### config.mk
export PLATFORM = sky130hd
export DESIGN_NAME = fetch_unit_flat
export DESIGN_NICKNAME = d
export VERILOG_FILES = /design/src/rtl/fetch_unit_if.sv /design/src/rtl/fetch_unit.sv /design/src/flat_wrapper.sv
export SDC_FILE = /design/constraint.sdc
export NUM_CORES = 1
export LEC_CHECK = 0
export BUFFER_PORTS_ARGS = -buffer_cell sky130_fd_sc_hd__buf_2
export CAP_MARGIN = 20
export CORE_ASPECT_RATIO = 1.2
export CORE_MARGIN = 2
export CORE_UTILIZATION = 54
export CTS_CLUSTER_DIAMETER = 150
export CTS_CLUSTER_SIZE = 30
export DETAILED_ROUTE_END_ITERATION = 8
export PLACE_DENSITY = 0.91
export SLEW_MARGIN = 15
export SYNTH_ARGS = -nofsm -noshare
export SYNTH_HDL_FRONTEND = slang
export SYNTH_SLANG_ARGS = --single-unit
### constraint.sdc
create_clock -name CLK -period 7.75 [get_ports CLK]
set_clock_uncertainty 0.15 [all_clocks]
set_input_delay 1.55 -clock CLK [delete_from_list [all_inputs] [get_ports CLK]]
set_output_delay 1.55 -clock CLK [all_outputs]
set_load 0.01 [all_outputs]
### src/rtl/fetch_unit_if.sv
// Instruction-memory read port between the fetch unit (master) and instruction memory (slave).
interface fetch_unit_if;
    logic        imem_req;
    logic [31:0] imem_addr;
    logic [31:0] imem_rdata;
    logic        imem_ready;

    modport master (output imem_req, output imem_addr, input imem_rdata, input imem_ready);
    modport slave  (input imem_req, input imem_addr, output imem_rdata, output imem_ready);
endinterface

### src/rtl/fetch_unit.sv
// Instruction fetch: PC/IR ownership, imem read handshake, next-PC selection,
// misaligned-target trap and retired-instruction count.
module fetch_unit #(
    parameter logic [31:0] RESET_PC = 32'h0000_0000
) (
    input  logic              CLK,
    input  logic              RSTn,
    fetch_unit_if.master      imem,
    input  logic              PCWrite,
    input  logic              Jump,
    input  logic              Branch,
    input  logic              JALorJALR,
    input  logic              BrTaken,
    input  logic [31:0]       Imm,
    input  logic [31:0]       ALUResult,
    output logic [31:0]       IR,
    output logic [6:0]        opcode,
    output logic [2:0]        funct3,
    output logic              ir_valid,
    output logic [31:0]       PC,
    output logic [31:0]       PCPlus4,
    output logic              misalign,
    output logic [31:0]       retired
);

    localparam int unsigned XLEN = 32;
    localparam logic [XLEN-1:0] NOP = 32'h0000_0013;

    typedef enum logic [1:0] {
        FETCH = 2'd0,
        WAIT  = 2'd1,
        HOLD  = 2'd2,
        TRAP  = 2'd3
    } state_t;

    state_t            state_q, state_d;
    logic [XLEN-1:0]   pc_q, pc_d;
    logic [XLEN-1:0]   ir_q, ir_d;
    logic [XLEN-1:0]   retired_q, retired_d;
    logic              misalign_q, misalign_d;
    logic [XLEN-1:0]   next_pc_c;
    logic              req_c;
    logic              valid_c;

    // Next-PC source select; all sums wrap silently
    always_comb begin
        next_pc_c = pc_q + XLEN'(4);
        if (JALorJALR && Jump) begin
            next_pc_c = ALUResult & 32'hFFFF_FFFE;
        end else if (Jump) begin
            next_pc_c = pc_q + Imm;
        end else if (Branch && BrTaken) begin
            next_pc_c = pc_q + Imm;
        end
    end

    always_ff @(posedge CLK) begin
        if (!RSTn) begin
            state_q    <= FETCH;
            pc_q       <= RESET_PC;
            ir_q       <= NOP;
            retired_q  <= '0;
            misalign_q <= 1'b0;
        end else begin
            state_q    <= state_d;
            pc_q       <= pc_d;
            ir_q       <= ir_d;
            retired_q  <= retired_d;
            misalign_q <= misalign_d;
        end
    end

    always_comb begin
        state_d    = state_q;
        pc_d       = pc_q;
        ir_d       = ir_q;
        retired_d  = retired_q;
        misalign_d = misalign_q;
        req_c      = 1'b0;
        valid_c    = 1'b0;

        case (state_q)
            FETCH, WAIT: begin
                req_c = 1'b1;
                if (imem.imem_ready) begin
                    ir_d    = imem.imem_rdata;
                    state_d = HOLD;
                end else begin
                    state_d = WAIT;
                end
            end
            HOLD: begin
                valid_c = 1'b1;
                if (PCWrite) begin
                    // Bit 1 set means a non-word-aligned target: trap without committing
                    if (next_pc_c[1]) begin
                        misalign_d = 1'b1;
                        state_d    = TRAP;
                    end else begin
                        pc_d      = next_pc_c;
                        retired_d = retired_q + XLEN'(1);
                        state_d   = FETCH;
                    end
                end
            end
            TRAP: begin
                state_d = TRAP;
            end
            default: begin
                state_d = FETCH;
            end
        endcase

        // Reset masks the handshake outputs immediately, not just after the edge
        if (!RSTn) begin
            req_c   = 1'b0;
            valid_c = 1'b0;
        end
    end

    assign imem.imem_req  = req_c;
    assign imem.imem_addr = pc_q;
    assign ir_valid       = valid_c;
    assign IR             = ir_q;
    assign opcode         = ir_q[6:0];
    assign funct3         = ir_q[14:12];
    assign PC             = pc_q;
    assign PCPlus4        = pc_q + XLEN'(4);
    assign misalign       = misalign_q;
    assign retired        = retired_q;

endmodule

### src/flat_wrapper.sv
// flat-port wrapper written by rule: the top's interface ports become plain ports
module fetch_unit_flat 
#(
    parameter logic [31:0] RESET_PC = 32'h0000_0000
)
  (CLK, RSTn, PCWrite, Jump, Branch, JALorJALR, BrTaken, Imm, ALUResult, IR, opcode, funct3, ir_valid, PC, PCPlus4, misalign, retired, imem_imem_req, imem_imem_addr, imem_imem_rdata, imem_imem_ready);
  fetch_unit_if imem_i ();
  input  logic CLK;
  input  logic RSTn;
  input  logic PCWrite;
  input  logic Jump;
  input  logic Branch;
  input  logic JALorJALR;
  input  logic BrTaken;
  input  logic [31:0] Imm;
  input  logic [31:0] ALUResult;
  output logic [31:0] IR;
  output logic [6:0] opcode;
  output logic [2:0] funct3;
  output logic ir_valid;
  output logic [31:0] PC;
  output logic [31:0] PCPlus4;
  output logic misalign;
  output logic [31:0] retired;
  output wire logic [$bits(imem_i.imem_req)-1:0] imem_imem_req;
  output wire logic [$bits(imem_i.imem_addr)-1:0] imem_imem_addr;
  input wire logic [$bits(imem_i.imem_rdata)-1:0] imem_imem_rdata;
  input wire logic [$bits(imem_i.imem_ready)-1:0] imem_imem_ready;
  assign imem_imem_req = imem_i.imem_req;
  assign imem_imem_addr = imem_i.imem_addr;
  assign imem_i.imem_rdata = imem_imem_rdata;
  assign imem_i.imem_ready = imem_imem_ready;
  fetch_unit #(.RESET_PC(RESET_PC)) u_core (.CLK(CLK), .RSTn(RSTn), .imem(imem_i), .PCWrite(PCWrite), .Jump(Jump), .Branch(Branch), .JALorJALR(JALorJALR), .BrTaken(BrTaken), .Imm(Imm), .ALUResult(ALUResult), .IR(IR), .opcode(opcode), .funct3(funct3), .ir_valid(ir_valid), .PC(PC), .PCPlus4(PCPlus4), .misalign(misalign), .retired(retired));
endmodule
; Word level (Yosys, flattened, before mapping)
; Index checks and enable logic that the tools add are counted.
[word_totals]
ff_bits = 98
latchBits = 0
mem_bits_rw = 0
mem_bits_ro = 0
input_bits = 104
output_inout_bits = 173
wordCells = 31
memories = 0
[op_classes]
n_addsub = 3
multipliers = 0
div_mod_pow = 0
n_lt_le_gt_ge = 0
n_eq_ne = 4
n_shift = 0
muxes = 11
n_bitwise = 1
n_reduce_logical = 7
[ops]
columns = operator, count
row1 = 32-bit 2-to-1 mux, 3
row2 = 32-bit by 1-bit adder with 32-bit output (second input constant), 1
row3 = 32-bit by 3-bit adder with 32-bit output (second input constant), 1
row4 = 32-bit adder, 1
row5 = 2-bit 2-to-1 mux, 3
row6 = 2-bit one-hot mux with 3 select lines, 1
row7 = 3-bit AND reduction, 2
row8 = 2-bit == test (second input constant), 2
row9 = 1-bit 2-to-1 mux, 4
row10 = 2-bit by 1-bit == test with 1-bit output (second input constant), 1
row11 = 1-bit logical AND, 2
row12 = 2-bit zero test, 1
row13 = 2-bit != test (second input constant), 1
row14 = 2-bit AND reduction, 1
row15 = 2-bit OR reduction, 1
row16 = 1-bit inverter, 1

; Depth between registers and ports, before layout
; Gate-level depths: netlist of run 1.
[depth]
word_depth = 7
ltp_mapped = 10
depth_no_buf = 9

; Worst setup path before layout of run 1
; Ideal clock, no wire load.
[synth_timing]
path_type = input to output
startpoint = input RSTn
endpoint = output imem_imem_req
arrival_time_ns = 2.274
required_time_ns = 6.050
setup_slack_ns = 3.776
path_stages = 4
path_buffers = 2
path_cell_list = inv_1 clkbuf_1 clkbuf_1 nor2_1
[synth_between]
elab_chain_cells = 1
[synth_rtl]
columns = item, line
row1 = "start, declared", flat_wrapper.sv:9  ; input logic RSTn;
row2 = 1-bit 2-to-1 mux, fetch_unit.sv:115  ; if (!RSTn) begin
row3 = "end, declared", flat_wrapper.sv:25  ; output wire logic [$bits(imem_i.imem_req)-1:0] imem_imem_req;
; Every way passes these cells.

; Final worst setup path of run 1
[layout_timing]
startpoint = register u_core.pc_q[2] (netlist: u_core.PC[2])
endpoint = output PCPlus4[23]
[layout_between]
elab_chain_cells = 1
[layout_rtl]
columns = item, line
row1 = "start, declared", fetch_unit.sv:37  ; logic [XLEN-1:0] pc_q, pc_d;
row2 = "start signal, assigned", fetch_unit.sv:66  ; pc_q <= pc_d;
row3 = 32-bit by 3-bit adder with 32-bit output, fetch_unit.sv:128  ; assign PCPlus4 = pc_q + XLEN'(4);
row4 = "end, declared", flat_wrapper.sv:22  ; output logic [31:0] PCPlus4;
; Every way passes these cells.

==> impl_metrics.tcl, run 1 <==
set metrics [dict create \
    endpoint "PCPlus4[23]" \
    postCtsSetupRepairBufs 0 \
    p_per_area_nw_per_um2 152 \
    crit_start "u_core.PC[2]" \
    vdd_drop_max_v 0.000105 \
    cap_violations 0 \
    yosysWarnings 0 \
    drc_errors 0 \
    cp_cell_sequence "nand4_1 -> nor4_4 -> nand4_1 -> xnor2_1 -> buf_2" \
    antenna_left 0 \
    htreeDepth 3 \
    cts_root_buffer "clkbuf_16" \
    cp_data_required_time_ns 6.05 \
    fin_crit_ns 4.25 \
    cts_sinks 98 \
    ys_ff_latch 98 \
    total_power_mw 1.27 \
    grt_max_degree 75 \
    cts-resized-gates 0 \
    critical_path.top_delay_family "simple AND/OR/NAND/NOR gates" \
    die_area_um2 13700 \
    vias_per_cell 6.07 \
    setup_viol 0 \
    setup_slack_ns 3.50 \
    worst_setup_path_start_kind "flip-flop" \
    cellLeakagePower_nw 3.94 \
    intPower_uw 862 \
    dp_hpwl_mm 16.9 \
    maxSlewViolCount 0 \
    first_iter_violations 575 \
    status "completed" \
    grt_pass1_vias 6995 \
    wirelength_met1_mm 8.40 \
    grt_pass1_wl_mm 34.0 \
    place_area_um2 8060 \
    globalplace.congestion 0.964 \
    final_area_um2 8360 \
    max_slew_margin_pct 30.5 \
    route.met2.wl_mm 11.0 \
    cts_hold_buf 0 \
    ys_top_cells_by_area "dfxtp_1, nand2_1, ha_1" \
    critPathArrivalTime_ns 2.55 \
    wl_per_cell_um 17.5 \
    top_layer_used "met4" \
    syn_avg_cell_area_um2 7.66 \
    ys_seq_area_share_pct 28.4 \
    end_kind "output port" \
    antennaDiodeCount 0 \
    worstMarginPinSlew_ns 1.02 \
    areaGrowthSynthToFinish_pct 20.9 \
    ys_types 75 \
    initial_core_util_pct 55.1 \
    synth_enable_flop_cells 0 \
    rsz0062_at_grt "no" \
    p_switching_uw 407 \
    clock_latency_ns 0.34 \
    async_flop_share_pct 0 \
    slowest_delay_ns 0.69 \
    crit_slowest_cell "nor4_4" \
    pwr-share-seq_pct 42.8 \
    finalCritPeriodShare_pct 54.9 \
    r2r_cells 9 \
    r2r-end "u_core.PC[22]" \
    rows 45 \
    gr-total-overflow 0 \
    cts_inserted_buffers 9 \
    drt_wl_total_mm 22.3 \
    r2r_slack_ns 4.59 \
    yosysTopAreaCell "dfxtp_1" \
    r2r_start "u_core.PC[0]" \
    crit_type "flip-flop to output port" \
    max_freq_mhz 235 \
    io_pins 277 \
    netlist.area_leader.share_pct 28.4 \
    grt.total_usage_pct 30.7 \
    syn_area_um2 6920 \
    port_buffers 272 \
    core_um2 12600 \
    netlist_instances 903 \
    clk_path_buf_depth 2 \
    die_x_um 107 \
    critical_path_cell_count 5 \
    pwr-share-comb_pct 21.4 \
    firstDrtPassIters 6 \
    final_layout_size_suffix_gt1_share_pct 29.3 \
    synth_flop_cell "dfxtp_1" \
    fin_tns_setup_ns 0 \
    fp.dieH_um 128 \
    hold_path.class "flip-flop to flip-flop" \
    cp_common_cell "nand4_1" \
    crit_fanout 9 \
    cts_tree "done" \
    clk_pin_slew_ns 0.08 \
    vias 7740 \
    switching_share_pct 32.1 \
    whs_path_depth 2 \
    final_core_util_pct 66.6 \
    pre_cts_slack_ns 3.48 \
    dr_wl_met3_mm 2.16 \
    antenna_found_initial 0 \
    clock_power_share_pct 35.7 \
    hold_viol_final 0 \
    critPathBufInv 1 \
    fin_nets 1243 \
    fillerInstances 1059 \
]
## cells by family after synthesis
kind of cell,Yosys count,share of synthesized area [%]
multiplexers,6,0.922
XOR/XNOR,70,8.86
flip-flops,98,28.4
buffers and inverters,107,8.39
other,1,0.0542
AO/OA/AOI/OAI,242,23.4
adder cells (fa/ha/maj),33,5.97
AND/OR/NAND/NOR,346,24.1
## synth_stat cells (all sizes together) (19+ instances only)
| cell type | instances |
|---|---|
| o21ai | 39 |
| clkbuf | 38 |
| ha | 33 |
| nand2 | 136 |
| buf | 52 |
| dfxtp | 98 |
| xnor2 | 47 |
| xor2 | 23 |
| nand4 | 22 |
| nand3 | 36 |
| a21oi | 82 |
| nor2 | 64 |
| nor3 | 19 |
## cell usage in the layout, fill, tap and decap left out, drive strengths merged, types with 14 or more instances in the layout
cell and count:
o21ai 39, buf 280, nor2 64, nor3 19, nor4 15, ha 33
xor2 23, a21o 18, dfxtp 98, inv 21, o211ai 14, or3 14
nand4 22, nand2 136, xnor2 47, nand3 36, a21oi 82
## stage by stage
stage	hold WS [ns]	std cells
floorplan	0.331	905
detailed placement	0.294	1259
global route	0.326	1275
finish	0.304	1275
global placement	0.289	1258
CTS	0.304	1275
## area by class of cell
type                    instances  area (um^2)  share of cell area (%)
clock buffers                   9          225                    2.69
clock inverters                 7         78.8                   0.943
inverters                      17         63.8                   0.763
multi-input cells             700         4400                    52.6
flip-flops and latches         98         1960                    23.5
well taps                     164          205                    2.45
repair buffers                280         1430                    17.1
## flip-flops by register name, summed over array words and instances, names as in the netlist
| name | cells |
|---|---|
| u_core.IR | 32 |
| u_core.PC | 31 |
| u_core.misalign | 1 |
| u_core.retired | 32 |
| u_core.state_q | 2 |
## layer usage
| metal | vias to the layer above | GRT usage [%] |
|---|---|---|
| met5 | - | 0 |
| met4 | 0 | 13.7 |
| met3 | 75 | 5.85 |
| met2 | 443 | 54.8 |
| met1 | 3598 | 35.4 |
| li1 | 3624 | - |
## power by group through the flow
stage | sequential (mW) | combinational (mW) | clock, mW
2_1_floorplan | 0.558 | 0.170 | 0
3_3_place_gp | 0.554 | 0.260 | 0
3_5_place_dp | 0.555 | 0.267 | 0
4_1_cts | 0.543 | 0.268 | 0.461
5_1_grt | 0.546 | 0.296 | 0.482
6_report | 0.544 | 0.272 | 0.454
## worst min-delay path by stage
stage	endpoint	slack (ns)	from
2_1_floorplan	u_core.IR[10]	0.33	u_core.IR[10]
3_3_place_gp	u_core.IR[21]	0.29	u_core.IR[21]
3_5_place_dp	u_core.IR[9]	0.29	u_core.IR[9]
4_1_cts	u_core.IR[9]	0.30	u_core.IR[9]
5_1_grt	u_core.IR[9]	0.33	u_core.IR[9]
6_report	u_core.IR[24]	0.30	u_core.IR[24]
## worst register-to-register path, stage by stage, from the launching register on
cell and delay (ns):
dfxtp_1 0.42, ha_1 0.23, ha_1 0.22, a211o_1 0.18
a211oi_1 0.08, or3_1 0.40, a2111oi_0 0.93, o311a_1 0.29
or3_1 0.11, nand3_1 0.06
(Power assumes the default switching activity.)
==> run 2, diff against run 1 <==
--- a/config.mk
+++ b/config.mk
@@ -9,11 +9,11 @@
 export CAP_MARGIN = 20
 export CORE_ASPECT_RATIO = 1.2
 export CORE_MARGIN = 2
-export CORE_UTILIZATION = 54
+export CORE_UTILIZATION = 50
 export CTS_CLUSTER_DIAMETER = 150
 export CTS_CLUSTER_SIZE = 30
 export DETAILED_ROUTE_END_ITERATION = 8
-export PLACE_DENSITY = 0.91
+export PLACE_DENSITY = 0.85
 export SLEW_MARGIN = 15
 export SYNTH_ARGS = -nofsm -noshare
 export SYNTH_HDL_FRONTEND = slang
==> constraint.sdc (replaced) <==
create_clock -name CLK -period 4.4 [get_ports CLK]
set_clock_uncertainty 0.15 [all_clocks]
set_input_delay 0.88 -clock CLK [delete_from_list [all_inputs] [get_ports CLK]]
set_output_delay 0.88 -clock CLK [all_outputs]
set_load 0.01 [all_outputs]
==> run 2 against run 1 <==
Sequential power up 76%. Critical path depth stayed put. Non-clock buffer count up 6. Critical path type unchanged. Core utilization down 4.8 points. Total power grew 77%. Setup slack worse by 2.7 ns. Largest cell class unchanged. Global-route usage shrank 1.9 points.
==> impl_metrics.tcl, run 2 (same netlist as run 1, synthesis figures left out) <==
set metrics [dict create \
    cts-resized-gates 0 \
    crit_fanout 9 \
    hold_path.class "flip-flop to flip-flop" \
    grt_max_degree 42 \
    hold_viol_final 0 \
    drc_errors 0 \
    htreeDepth 3 \
    worstMarginPinSlew_ns 0.967 \
    rows 47 \
    fin_tns_setup_ns 0 \
    total_power_mw 2.25 \
    io_pins 277 \
    seq_area_um2 1960 \
    firstDrtPassIters 5 \
    vdd_drop_max_v 0.000246 \
    crit_slowest_cell "nor4_4" \
    fin_nets 1249 \
    dp_hpwl_mm 16.8 \
    finalCritPeriodShare_pct 80.8 \
    first_iter_violations 453 \
    max_slew_margin_pct 35.4 \
    final_cell_mix "buf_2, nand2_1, dfxtp_1" \
    grt.total_usage_pct 28.8 \
    setup_slack_ns 0.844 \
    pre_cts_slack_ns 0.806 \
    antenna_found_initial 0 \
    fillerInstances 1237 \
    grt_pass1_wl_mm 35.0 \
    crit_type "flip-flop to output port" \
    slowest_delay_ns 0.70 \
    clock_latency_ns 0.35 \
    worst_setup_path_start_kind "flip-flop" \
    max_freq_mhz 281 \
    clk_path_buf_depth 2 \
    vias_per_cell 5.92 \
    port_buffers 272 \
    vias 7620 \
    final_core_util_pct 61.8 \
    maxSlewViolCount 0 \
    critPathArrivalTime_ns 2.53 \
    initial_core_util_pct 50.7 \
    setup_viol 0 \
    multiInputGateArea_um2 4400 \
    final_common_cell "buf_2" \
    cts_inserted_buffers 9 \
    final_area_um2 8430 \
    globalplace.congestion 0.971 \
    place_area_um2 8120 \
    clk_pin_slew_ns 0.08 \
    final_layout_size_suffix_gt1_share_pct 29.6 \
    die_area_um2 14800 \
    cts_sinks 98 \
    postCtsSetupRepairBufs 0 \
    cellLeakagePower_nw 3.97 \
    cp_data_required_time_ns 3.37 \
    drt_wl_total_mm 22.5 \
    gr-total-overflow 0 \
    cp_cell_sequence "nand4_1 -> nor4_4 -> nand3_1 -> xnor2_1 -> buf_2" \
    antennaDiodeCount 0 \
    fp.dieH_um 133 \
    end_kind "output port" \
    die_x_um 111 \
    cts_root_buffer "clkbuf_16" \
    status "completed" \
    grt_pass1_vias 7115 \
    cts_tree "done" \
    cts_hold_buf 0 \
    cap_violations 0 \
    fin_crit_ns 3.56 \
    p_per_area_nw_per_um2 267 \
    wl_per_cell_um 17.5 \
    core_um2 13600 \
    rsz0062_at_grt "no" \
    antenna_left 0 \
    areaGrowthSynthToFinish_pct 21.8 \
]
## run 2: metal layers
metal	GRT usage (%)	wire, um	up-vias
met1	35.0	9020	3517
met3	3.21	1810	49
met2	51.8	11100	429
li1	-	-	3625
met4	11.2	617	0
met5	0	0	-
## run 2: final timing paths
| kind | startpoint | end | slack (ns) | depth (start not counted) |
|---|---|---|---|---|
| worst max-delay path | u_core.PC[4] | PCPlus4[25] | 0.84 | 5 |
| worst min-delay path | u_core.IR[7] | u_core.IR[7] | 0.31 | 2 |
| worst max register to register | u_core.PC[2] | u_core.PC[29] | 1.33 | 8 |
| worst min register to register | u_core.IR[7] | u_core.IR[7] | 0.31 | 2 |
## run 2: worst max-delay path: cells and delay by family (launching register included)
kind,cells,cell delay (ns)
xor gates and xnor gates,1,0.25
buffers and inverters,1,0.18
DFF,1,0.52
and+or+nand+nor,3,1.22
## run 2: report_power, final
group / internal [mW] / total, mW / switching, mW
registers: 0.919 / 0.957 / 0.0387
logic: 0.196 / 0.480 / 0.284
clock network: 0.407 / 0.815 / 0.408
total: 1.52 / 2.25 / 0.731
## run 2: stage by stage
step / hold WS [ns] / cells
after detailed placement: 0.295 / 1272
after floorplan: 0.331 / 905
after global placement: 0.289 / 1271
after global routing: 0.317 / 1288
after CTS: 0.305 / 1288
final: 0.305 / 1288
## run 2: layout make-up
cell class	count	share of cell area (%)
Multi-Input combinational cell	700	52.2
Sequential cell	98	23.3
Timing Repair Buffer	286	17.6
Clock buffer	9	2.67
Tap cell	171	2.54
Clock inverter	7	0.965
Inverter	17	0.757
==> run 3, diff against run 2 <==
--- a/config.mk
+++ b/config.mk
@@ -5,11 +5,12 @@
 export SDC_FILE = /design/constraint.sdc
 export NUM_CORES = 1
 export LEC_CHECK = 0
+export ABC_AREA = 1
 export BUFFER_PORTS_ARGS = -buffer_cell sky130_fd_sc_hd__buf_2
 export CAP_MARGIN = 20
 export CORE_ASPECT_RATIO = 1.2
 export CORE_MARGIN = 2
-export CORE_UTILIZATION = 50
+export CORE_UTILIZATION = 52
 export CTS_CLUSTER_DIAMETER = 150
 export CTS_CLUSTER_SIZE = 30
 export DETAILED_ROUTE_END_ITERATION = 8
==> constraint.sdc (replaced) <==
create_clock -name CLK -period 3.4 [get_ports CLK]
set_clock_uncertainty 0.15 [all_clocks]
set_input_delay 0.68 -clock CLK [delete_from_list [all_inputs] [get_ports CLK]]
set_output_delay 0.68 -clock CLK [all_outputs]
set_load 0.01 [all_outputs]
==> run 3 against run 2 <==
Synthesized cell count up 58%. Global-route usage up 2.9 points. Clock-buffer cell count did not move. Register-to-register slack lost 0.44 ns. Worst hold slack improved by 0.026 ns. Cell count is 44% higher. Sequential share of layout area fell by 3.3 points. Core utilization is 1.1 points higher. Total power increased by 40%. Die area increased by 14%. Sequential power increased by 33%. Flip-flop and latch count stayed put. Critical path type unchanged.
==> impl_metrics.tcl, run 3 <==
set metrics [dict create \
    synth.most_common_cell "nand2_1" \
    r2r_start "u_core.PC[9]" \
    crit_start "u_core.PC[2]" \
    syn_avg_cell_area_um2 5.79 \
    cp_cell_sequence "ha_1 -> nand2_1 -> nor2_2 -> nand2_1 -> clkinv_1 -> nand2_1 -> nand2_1 -> nand2_1 -> buf_2" \
    final_layout_size_suffix_gt1_share_pct 20.5 \
    syn_area_um2 8270 \
    cp_common_cell "nand2_1" \
    critical_path.top_delay_family "simple AND/OR/NAND/NOR gates" \
    ys_seq_area_share_pct 23.7 \
    end_kind "output port" \
    finalCritPeriodShare_pct 92.0 \
    cts_inserted_buffers 9 \
    antenna_found_initial 1 \
    grt_max_degree 75 \
    worst_setup_path_start_kind "flip-flop" \
    grt_pass1_vias 9035 \
    drc_errors 0 \
    fillerInstances 1531 \
    htreeDepth 3 \
    r2r-end "u_core.PC[28]" \
    pre_cts_slack_ns 0.570 \
    ys_ff_latch 98 \
    yosysWarnings 0 \
    final_cell_mix "nand2_1, buf_2, inv_1" \
    clk_path_buf_depth 2 \
    seq_area_um2 1960 \
    setup_slack_ns 0.273 \
    ys_types 44 \
    r2r_cells 11 \
    antenna_left 0 \
    status "completed" \
    initial_core_util_pct 53.1 \
    hold_path.class "flip-flop to flip-flop" \
    ys_top_cells_by_area "dfxtp_1, nand2_1, inv_1" \
    cap_violations 0 \
    hold_viol_final 0 \
    drt_wl_total_mm 27.8 \
    crit_type "flip-flop to output port" \
    netlist.area_leader.share_pct 23.7 \
    final_common_cell "nand2_1" \
    cp_data_required_time_ns 2.57 \
    cts_hold_buf 0 \
    max_slew_margin_pct 35.3 \
    cellLeakagePower_nw 5.38 \
    gr-total-overflow 0 \
    port_buffers 272 \
    die_x_um 119 \
    critPathBufInv 2 \
    setup_viol 0 \
    slowest_delay_ns 0.52 \
    cts-resized-gates 0 \
    rsz0062_at_grt "no" \
    first_iter_violations 636 \
    fin_crit_ns 3.13 \
    worstMarginPinSlew_ns 0.970 \
    vdd_drop_max_v 0.000262 \
    firstDrtPassIters 5 \
    endpoint "PCPlus4[26]" \
    synth_flop_cell "dfxtp_1" \
    fin_nets 1780 \
    rows 50 \
    clock_latency_ns 0.36 \
    cts_root_buffer "clkbuf_16" \
    globalplace.congestion 0.979 \
    vias_per_cell 5.26 \
    p_per_area_nw_per_um2 322 \
    fp.dieH_um 142 \
    max_freq_mhz 320 \
    io_pins 277 \
    core_um2 15600 \
    synth_enable_flop_cells 0 \
    critical_path_cell_count 9 \
    postCtsSetupRepairBufs 0 \
    critPathArrivalTime_ns 2.30 \
    die_area_um2 16900 \
    ys_top_cells_by_count "nand2_1, inv_1, nor2_1" \
    cts_sinks 98 \
    clk_pin_slew_ns 0.08 \
    vias 9776 \
    fin_tns_setup_ns 0 \
    r2r_slack_ns 0.89 \
    yosysTopAreaCell "dfxtp_1" \
    maxSlewViolCount 0 \
    areaGrowthSynthToFinish_pct 18.6 \
    dp_hpwl_mm 21.7 \
    grt.total_usage_pct 31.7 \
    multiInputGateArea_um2 5040 \
    wl_per_cell_um 14.9 \
    crit_fanout 8 \
    cts_tree "done" \
    grt_pass1_wl_mm 42.9 \
    async_flop_share_pct 0 \
    crit_slowest_cell "dfxtp_1" \
    netlist_instances 1428 \
]
-- run 3: report_power, final --
group | internal (mW) | switching, mW | total, mW
clock | 0.525 | 0.550 | 1.07
sequential | 1.20 | 0.0675 | 1.27
combinational | 0.299 | 0.507 | 0.807
-- run 3: metrics by stage --
step	utilization, %	instances	area, um^2	hold WS [ns]	power (mW)
after floorplan	-	1430	8270	0.326	1.82
after global placement	61.0	1840	9500	0.309	2.08
after detailed placement	61.0	1840	9500	0.316	2.10
after CTS	62.9	1856	9800	0.336	3.15
after global routing	62.9	1856	9800	0.360	3.30
final	62.9	1857	9800	0.332	3.15
-- run 3: cell families (layout without fill, tap and decap cells) --
group / Yosys count / in the layout / share of synthesized area, %
compound gates: 208 / 208 / 13.4
xor+xnor: 27 / 27 / 2.86
fa+ha+maj: 33 / 33 / 5.00
buf+inv: 289 / 507 / 15.3
flops: 98 / 98 / 23.7
other cells: 1 / 4 / 0.0454
simple gates: 772 / 772 / 39.6
-- run 3: worst min-delay path, cell delays in order, from the launching register on --
cell     delay, ns
dfxtp_1       0.33
nor2_1        0.04
nor2_1        0.08
-- run 3: routing by layer --
metal | up-vias | routed length [um] | GRT usage (%)
li1 | 4901 | - | -
met1 | 4391 | 10500 | 34.3
met2 | 413 | 13900 | 58.6
met3 | 69 | 2240 | 6.93
met4 | 2 | 1030 | 14.5
met5 | - | 13 | 0
-- run 3: cell type report --
class                      count  share of cell area (%)
clock buffer                   9                    2.30
tap                          208                    2.65
timing repair buffer         284                    14.8
sequential                    98                    20.0
multi-input combinational   1043                    51.4
inverter                     207                    7.95
clock inverter                 7                   0.817
antenna                        1                  0.0255
-- run 3: worst min path at each step --
stage / from / to / slack, ns / cells past startpoint
2_1_floorplan: u_core.state_q[1] / u_core.state_q[0] / 0.33 / 1
3_3_place_gp: u_core.IR[21] / u_core.IR[21] / 0.31 / 2
3_5_place_dp: u_core.IR[29] / u_core.IR[29] / 0.32 / 2
4_1_cts: u_core.IR[29] / u_core.IR[29] / 0.34 / 2
5_1_grt: u_core.IR[22] / u_core.IR[22] / 0.36 / 2
6_report: u_core.IR[22] / u_core.IR[22] / 0.33 / 2
